File: src/rtl/hazard_unit.sv
// ID-stage hazard detector for the 5-stage MIPS pipeline.
// Stalls on load-use and JR operand hazards, squashes wrong-path fetches
// on jumps and taken branches, and counts stall cycles (saturating).
module hazard_unit #(
  parameter int CNT_W = 16
) (
  input  logic             clk,
  input  logic             rst,
  input  logic [31:0]      Inst,
  input  logic             BrTaken,
  output logic             PCWrite,
  output logic             IFIDWrite,
  output logic             IFIDFlush,
  output logic             IDEXBubble,
  output logic [CNT_W-1:0] StallCount
);

  localparam logic [5:0] OP_RT   = 6'd0;
  localparam logic [5:0] OP_ADDI = 6'd1;
  localparam logic [5:0] OP_SLTI = 6'd2;
  localparam logic [5:0] OP_LW   = 6'd3;
  localparam logic [5:0] OP_SW   = 6'd4;
  localparam logic [5:0] OP_BEQ  = 6'd5;
  localparam logic [5:0] OP_J    = 6'd6;
  localparam logic [5:0] OP_JR   = 6'd7;
  localparam logic [5:0] OP_JAL  = 6'd8;

  logic [5:0] opc;
  logic [4:0] rs;
  logic [4:0] rt;
  logic [4:0] rd;

  assign opc = Inst[31:26];
  assign rs  = Inst[25:21];
  assign rt  = Inst[20:16];
  assign rd  = Inst[15:11];

  // Immediate/shamt/funct bits play no part in hazard detection.
  logic unused_bits;
  assign unused_bits = ^Inst[10:0];

  logic       uses_rs;
  logic       uses_rt;
  logic       id_wr_raw;
  logic       id_lw_raw;
  logic [4:0] id_dest;
  logic       id_wr;
  logic       id_lw;
  logic       is_jump;

  // Decode register usage and destination of the instruction sitting in ID.
  always_comb begin
    uses_rs   = 1'b0;
    uses_rt   = 1'b0;
    id_wr_raw = 1'b0;
    id_lw_raw = 1'b0;
    id_dest   = 5'd0;
    is_jump   = 1'b0;
    case (opc)
      OP_RT: begin
        uses_rs   = 1'b1;
        uses_rt   = 1'b1;
        id_wr_raw = 1'b1;
        id_dest   = rd;
      end
      OP_ADDI, OP_SLTI: begin
        uses_rs   = 1'b1;
        id_wr_raw = 1'b1;
        id_dest   = rt;
      end
      OP_LW: begin
        uses_rs   = 1'b1;
        id_wr_raw = 1'b1;
        id_lw_raw = 1'b1;
        id_dest   = rt;
      end
      OP_SW, OP_BEQ: begin
        uses_rs = 1'b1;
        uses_rt = 1'b1;
      end
      OP_J: begin
        is_jump = 1'b1;
      end
      OP_JR: begin
        uses_rs = 1'b1;
        is_jump = 1'b1;
      end
      OP_JAL: begin
        id_wr_raw = 1'b1;
        id_dest   = 5'd31;
        is_jump   = 1'b1;
      end
      default: begin
        uses_rs = 1'b0;
      end
    endcase
  end

  // Writes to $0 are discarded by the register file, so they never create a hazard.
  assign id_wr = id_wr_raw & (id_dest != 5'd0);
  assign id_lw = id_lw_raw & id_wr;

  logic       ex_wr;
  logic [4:0] ex_rd;
  logic       ex_lw;
  logic       mem_wr;
  logic [4:0] mem_rd;

  logic load_use;
  logic jr_haz;
  logic stall;

  // Hazard terms against the writers currently in EX and MEM.
  always_comb begin
    load_use = ex_lw & ex_wr &
               ((uses_rs & (rs == ex_rd)) | (uses_rt & (rt == ex_rd)));
    jr_haz   = (opc == OP_JR) &
               ((ex_wr & (rs == ex_rd)) | (mem_wr & (rs == mem_rd)));
    stall    = load_use | jr_haz;
  end

  // Pipeline control, with reset over taken branch over stall over jump.
  always_comb begin
    PCWrite    = 1'b1;
    IFIDWrite  = 1'b1;
    IFIDFlush  = 1'b0;
    IDEXBubble = 1'b0;
    if (!rst) begin
      PCWrite = 1'b1;
    end else if (BrTaken) begin
      IFIDFlush  = 1'b1;
      IDEXBubble = 1'b1;
    end else if (stall) begin
      PCWrite    = 1'b0;
      IFIDWrite  = 1'b0;
      IDEXBubble = 1'b1;
    end else if (is_jump) begin
      IFIDFlush = 1'b1;
    end
  end

  // Shadow the EX and MEM writers; a bubble into ID/EX leaves no writer behind.
  always_ff @(posedge clk) begin
    if (!rst) begin
      ex_wr  <= 1'b0;
      ex_rd  <= 5'd0;
      ex_lw  <= 1'b0;
      mem_wr <= 1'b0;
      mem_rd <= 5'd0;
    end else begin
      mem_wr <= ex_wr;
      mem_rd <= ex_rd;
      if (IDEXBubble) begin
        ex_wr <= 1'b0;
        ex_rd <= 5'd0;
        ex_lw <= 1'b0;
      end else begin
        ex_wr <= id_wr;
        ex_rd <= id_dest;
        ex_lw <= id_lw;
      end
    end
  end

  // Count cycles in which the PC was held, sticking at the maximum value.
  always_ff @(posedge clk) begin
    if (!rst) begin
      StallCount <= '0;
    end else if (!PCWrite && (StallCount != {CNT_W{1'b1}})) begin
      StallCount <= StallCount + 1'b1;
    end
  end

endmodule

File: config.mk
export PLATFORM = sky130hd
export DESIGN_NAME = hazard_unit
export DESIGN_NICKNAME = d
export VERILOG_FILES = /design/src/rtl/hazard_unit.sv
export SDC_FILE = /design/constraint.sdc
export NUM_CORES = 1
export LEC_CHECK = 0
export CAP_MARGIN = 20
export CORE_ASPECT_RATIO = 1.25
export CORE_MARGIN = 2
export CORE_UTILIZATION = 50
export CTS_CLUSTER_SIZE = 20
export DETAILED_ROUTE_END_ITERATION = 6
export PLACE_DENSITY = 0.87
export SLEW_MARGIN = 5
export SYNTH_ARGS = -nofsm -noshare
export SYNTH_HDL_FRONTEND = slang
export SYNTH_SLANG_ARGS = --single-unit
File: constraint.sdc
create_clock -name clk -period 3.25 [get_ports clk]
set_input_delay 0.65 -clock clk [delete_from_list [all_inputs] [get_ports clk]]
set_output_delay 0.65 -clock clk [all_outputs]
set_load 0.05 [all_outputs]
Yosys cells after proc, flatten, opt, wreduce, memory -nomap -nowiden
Index checks and enable logic that the tools add are counted.
{"block": "word_totals", "register_bits": 29, "word_cells": 58, "output_inout_bits": 20}
{"block": "classes", "n_eq_ne": 12, "n_bitwise": 13, "n_reduce_logical": 10, "add_sub_neg": 1, "n_mux": 16}
{"cell": "6-bit by 3-bit == test with 1-bit output (second input constant)", "count": 4}
{"cell": "16-bit by 1-bit adder with 16-bit output (second input constant)", "count": 1}
{"cell": "16-bit inequality test (second input constant)", "count": 1}
{"cell": "5-bit == test", "count": 3}
{"cell": "1-bit 2-to-1 mux", "count": 15}
{"cell": "5-bit case mux with 3 select lines", "count": 1}
{"cell": "6-bit by 2-bit == test with 1-bit output (second input constant)", "count": 2}
{"cell": "1-bit bitwise AND", "count": 9}
{"cell": "3-bit OR reduction", "count": 3}
{"cell": "7-bit OR reduction", "count": 1}
{"cell": "6-bit by 1-bit == test with 1-bit output (second input constant)", "count": 1}
{"cell": "6-bit by 4-bit == test with 1-bit output (second input constant)", "count": 1}
{"cell": "6-bit zero test", "count": 1}
{"cell": "5-bit nonzero test", "count": 1}
{"cell": "5-bit OR reduction", "count": 1}
{"cell": "1-bit bitwise OR", "count": 3}
{"cell": "2-bit OR reduction", "count": 1}
{"cell": "1-bit logical AND", "count": 1}
{"cell": "1-bit zero test", "count": 1}
{"cell": "1-bit inverter", "count": 1}

Longest topological paths before layout
{"block": "depth", "ltp_word": 12, "depth_mapped": 7, "ltp_nobuf": 6}

Worst setup path after synthesis
No wires, ideal clock.
{"block": "synth_path", "path_kind": "input -> output", "start": "input port Inst[24]", "end": "output port IFIDFlush", "path_buffers": 1, "t_arrival_ns": 2.363, "slack_ns": 0.237, "path_stages": 7, "t_required_ns": 2.600, "cell_sequence": "xnor2_1 -> and2_2 -> a32o_2 -> a32oi_4 -> buf_6 -> a31oi_1 -> nor2_1"}
{"block": "synth_via", "elab_chain_cells": 8, "elab_cells_between_ends": 13, "cone_classes": "eq/ne: 2; mux: 3; bitwise: 8"}
{"item": "start: declaration", "line_no": "9", "rtl": "input logic [31:0] Inst,"}
{"item": "5-bit == test (on tied branches)", "line_no": "116, 118"}
{"item": "1-bit bitwise AND (on tied branches)", "line_no": "116, 118"}
{"item": "1-bit bitwise OR (on tied branches)", "line_no": "116, 118"}
{"item": "1-bit bitwise AND (on tied branches)", "line_no": "115, 117"}
{"item": "1-bit bitwise OR *", "line_no": "119", "rtl": "stall = load_use | jr_haz;"}
{"item": "1-bit 2-to-1 mux *", "line_no": "133", "rtl": "end else if (stall) begin"}
{"item": "1-bit 2-to-1 mux *", "line_no": "130", "rtl": "end else if (BrTaken) begin"}
{"item": "1-bit 2-to-1 mux *", "line_no": "128", "rtl": "if (!rst) begin"}
{"item": "end: declaration", "line_no": "13", "rtl": "output logic IFIDFlush,"}
Mark *: on every way between the ends. The rest lies on a longest branch, timed or not.

Final worst setup path
{"block": "layout_path", "start": "input port Inst[29]", "end": "output port IFIDFlush"}
{"block": "layout_via", "elab_chain_cells": 10, "elab_cells_between_ends": 25, "cone_classes": "eq/ne: 8; mux: 7; bitwise: 6; reduce/logical: 4"}
{"item": "6-bit by 3-bit == test with 1-bit output, or another cell as far along", "line_no": "59, 117"}
{"item": "7-bit OR reduction (no line) or 3-bit OR reduction (tied branches)"}
{"item": "1-bit 2-to-1 mux", "line_no": "59", "rtl": "case (opc)"}
{"item": "1-bit bitwise AND", "line_no": "116", "rtl": "((uses_rs & (rs == ex_rd)) | (uses_rt & (rt == ex_rd)));"}
{"item": "1-bit bitwise OR", "line_no": "116"}
{"item": "1-bit bitwise AND", "line_no": "115", "rtl": "load_use = ex_lw & ex_wr &"}
{"item": "1-bit bitwise OR", "line_no": "119"}
{"item": "1-bit 2-to-1 mux *", "line_no": "133"}
{"item": "1-bit 2-to-1 mux *", "line_no": "130"}
{"item": "1-bit 2-to-1 mux *", "line_no": "128"}
Marked as above.

==> summary.txt <==
Detailed routing
  – DR pass1 iterations: 4
  – DRC: 0
  – Final ANT Viol Nets: 0
  – Vias: approximately 1700
  – Vias per cell: 5.89
  – WL/cell: between 15 and 20 um
  – DRT iter0 DRCs: 95
  – Routed WL: 4440 um

Timing
  – Setup Skew: about 9.4 ps
  – RSZ-0062 raised after global routing: no
  – Achievable Freq: ~320 MHz
  – Final setup fails: 0
  – Fin Setup TNS: 0 ps
  – Slew @ Worst Pin: between 500 and 600 ps
  – Tcrit/Tclk final: between 90 and 100%
  – Hold Fails Final Rpt: 0
  – Final hold slack: a little under 500 ps
  – Final worst setup slack: slightly below 100 ps
  – Slew headroom: 66.2%
  – Pins Over Slew Limit: 0
  – Min cycle time layout: 3150 ps

Setup path
  – Critical path class: primary input to output port
  – WP buf/inv: 2
  – Cell count of the worst reg-to-reg path: 7
  – Launch point of the worst reg-to-reg path: ex_rd[3]
  – CP arrival: about 2500 ps
  – Reg2Reg Capture Point: StallCount[13]
  – Slowest cell on crit path: clkdlybuf4s50_1
  – Worst-path cell chain: clkdlybuf4s50_1 > nor3_4 > and3_2 > a32o_2 > a32oi_4 > a31oi_1 > nor2_2 > buf_12
  – CP Max Fanout: 4
  – CP startpoint kind: primary input
  – FF-to-FF setup slack: roughly 1100 ps
  – Worst EP required: between 2000 and 3000 ps
  – Critical Path Max Stage Delay: 590 ps
  – CP delay by family, top: buffers and inverters
  – Worst setup EP type: output port

Yosys
  – Yosys cell types: between 40 and 50
  – Seq/Total Area, Yosys: 32.3%
  – Number of synthesized flops with an enable pin: 0
  – Synth area leaders: dfxtp_1 32%, xor2_1 6.3%, nand2_1 5.2%
  – Synthesized area: roughly 1800 sq um
  – YS warnings: 0
  – Top-area cell type share of the netlist area: between 30% and 40%
  – Synth Instances: between 200 and 250
  – Ys async rst share: 0%
  – Count leader, synth: dfxtp_1
  – Synth Area per Inst: between 8 and 9 sq um
  – Area leader, netlist: dfxtp_1
  – Syn_nets: 239
  – Synth cell count leaders: 29 x dfxtp_1, 25 x nand2_1, 13 x nand2b_1, 13 x xor2_1
  – Number of synthesized register bits: 29
  – Main flop type after synthesis: dfxtp_1

Clocking
  – H-tree Lvls: 2
  – Root buffer cell: clkbuf_8
  – Skew-Pair Late Insertion Delay: 290 ps
  – Clk buf depth: 2
  – CTS sink cnt: 29
  – Total CTS buffers: 5
  – CTS tree: done
  – Hold-fix buffers at CTS: 0
  – Clock slew at reported path FFs: about 70 ps

Placed design
  – Pre-CTS setup slack: 65.6 ps
  – Final GP Congestion: just over 0.9
  – HPWL after DPL: 3190 um
  – PortBufs: 43
  – DP Area: about 2300 sq um
  – Placed insts: 283

Global route
  – First-pass GRT wire length: approximately 7400 um
  – Largest net degree at the start of global routing: 29
  – Vias in the first global route: about 1600
  – Total gr overflow: 0
  – Initial antenna violation count: 0
  – Overall Global Routing Usage: 23.2%

Cells and area
  – Finished Cell Area: 2410 sq um
  – Layout Cells excl Fill: about 290
  – Layout cells sized above 1: between 15 and 20%
  – Synth-to-Final Area Change: 34.2%
  – Inserted Diodes: 0
  – Fin nets: about 290
  – Final Core Density: between 60% and 70%

Power and ir drop
  – Clock power share: ~46%
  – Switching Power: 0.204 mW
  – Pleak: ~0.86 nW
  – Tot Pwr: approximately 0.86 mW
  – Comb pwr share: around an eighth
  – Internal power: ~0.66 mW
  – Sw Ratio: about a quarter
  – VDD IR max: roughly 0.35 mV
  – Power per cell area: about 360 nW/um^2
  – Sequential share of power: 41.5%

Floorplan
  – Core box area: about 3500 sq um
  – Starting density of the core: between 50% and 60%
  – Std cell rows: 24
  – Full die area: 4090 sq um
  – Die width: 57.6 um
  – Die Height: between 70 and 80 um
  – I/O Pins: between 50 and 60

Hold path
  – Worst Hold Path Cells: 2
  – Hold Crit Class: register to register
  – Hold Crit Endpoint: StallCount[5]
  – HP Start: StallCount[5]

Run
  – Max Cap Violations: 0

Status
  – Status: finished clean
-- area by class of cell --
cell class              instances  area [sq um]
multi-input cells             163          1160
fillers                       271          1040
flip-flops and latches         29           581
repair buffers                 50           498
clock buffers                   6          82.6
well taps                      39          48.8
clock inverters                 2          37.5
inverters                       2          7.51
-- power groups by stage --
| stage | clock network [mW] | logic, mW | registers [mW] |
|---|---|---|---|
| 4_1_cts | 0.404 | 0.105 | 0.357 |
| 6_report | 0.399 | 0.106 | 0.357 |
| 3_5_place_dp | 0 | 0.104 | 0.366 |
| 3_3_place_gp | 0 | 0.102 | 0.365 |
| 2_1_floorplan | 0 | 0.0463 | 0.365 |
| 5_1_grt | 0.418 | 0.114 | 0.357 |
-- worst min-delay path: cells and delay by family (launching register included) --
| family | cells | cell delay, ps |
|---|---|---|
| DFF | 1 | 330 |
| and+or+nand+nor | 1 | 60 |
| muxes | 1 | 50 |
-- state kept, by name, summed over array words and instances, names as in the netlist --
| signal | flops |
|---|---|
| StallCount | 16 |
| ex_lw | 1 |
| mem_wr | 1 |
| ex_wr | 1 |
| mem_rd | 5 |
| ex_rd | 5 |
-- routing by layer --
layer / global-route usage (%) / vias to the layer above / share of wire [%]
li1: - / 853 / -
met1: 26.4 / 797 / 40
met4: 9.56 / 0 / 1.6
met3: 5.67 / 5 / 6.9
met2: 40.5 / 59 / 52
met5: 0 / - / 0
-- how the worst max path moves through the flow --
| stage | slack [ps] | end | cells past startpoint | startpoint |
|---|---|---|---|---|
| global placement | 80 | IFIDFlush | 8 | Inst[24] |
| detailed placement | 70 | IFIDFlush | 8 | Inst[31] |
| finish | 100 | IFIDFlush | 8 | Inst[29] |
| global route | 7 | IFIDFlush | 8 | Inst[22] |
| floorplan | 240 | IFIDFlush | 7 | Inst[24] |
| CTS | 40 | IFIDFlush | 8 | Inst[31] |
-- cell families after synthesis --
kind of cell	share of synthesized area (%)
simple gates	33.9
compound gates	15.4
flops	32.3
xor+xnor	7.31
mux	7.03
buf+inv	3.41
fa+ha+maj	0.696
-- layout by cell type, fill, tap and decap left out, drive strengths merged, types with 2 or more instances in the layout --
cell type | netlist | layout
mux2i | 7 | 7
xnor2 | 2 | 2
inv | 2 | 2
o21ai | 2 | 2
nor3 | 6 | 6
and3 | 6 | 6
o21a | 2 | 2
clkbuf | 4 | 6
a21oi | 8 | 8
a32o | 3 | 3
or4 | 4 | 4
o41ai | 5 | 5
mux2 | 5 | 5
o311ai | 5 | 5
nor4 | 9 | 9
and2 | 7 | 7
dfxtp | 29 | 29
or3 | 3 | 3
nand4 | 6 | 6
nand3 | 10 | 10
nor2 | 9 | 9
xor2 | 13 | 13
buf | 5 | 11
clkdlybuf4s50 | 0 | 39
nand2 | 25 | 25
nand2b | 13 | 13
-- timing repair --
item                       in CTS  in global routing
setup buffers                   0                  0
gates resized for setup         0                  1
setup endpoints to repair       0                  1
No activity file was read; power rests on OpenSTA's default activity.
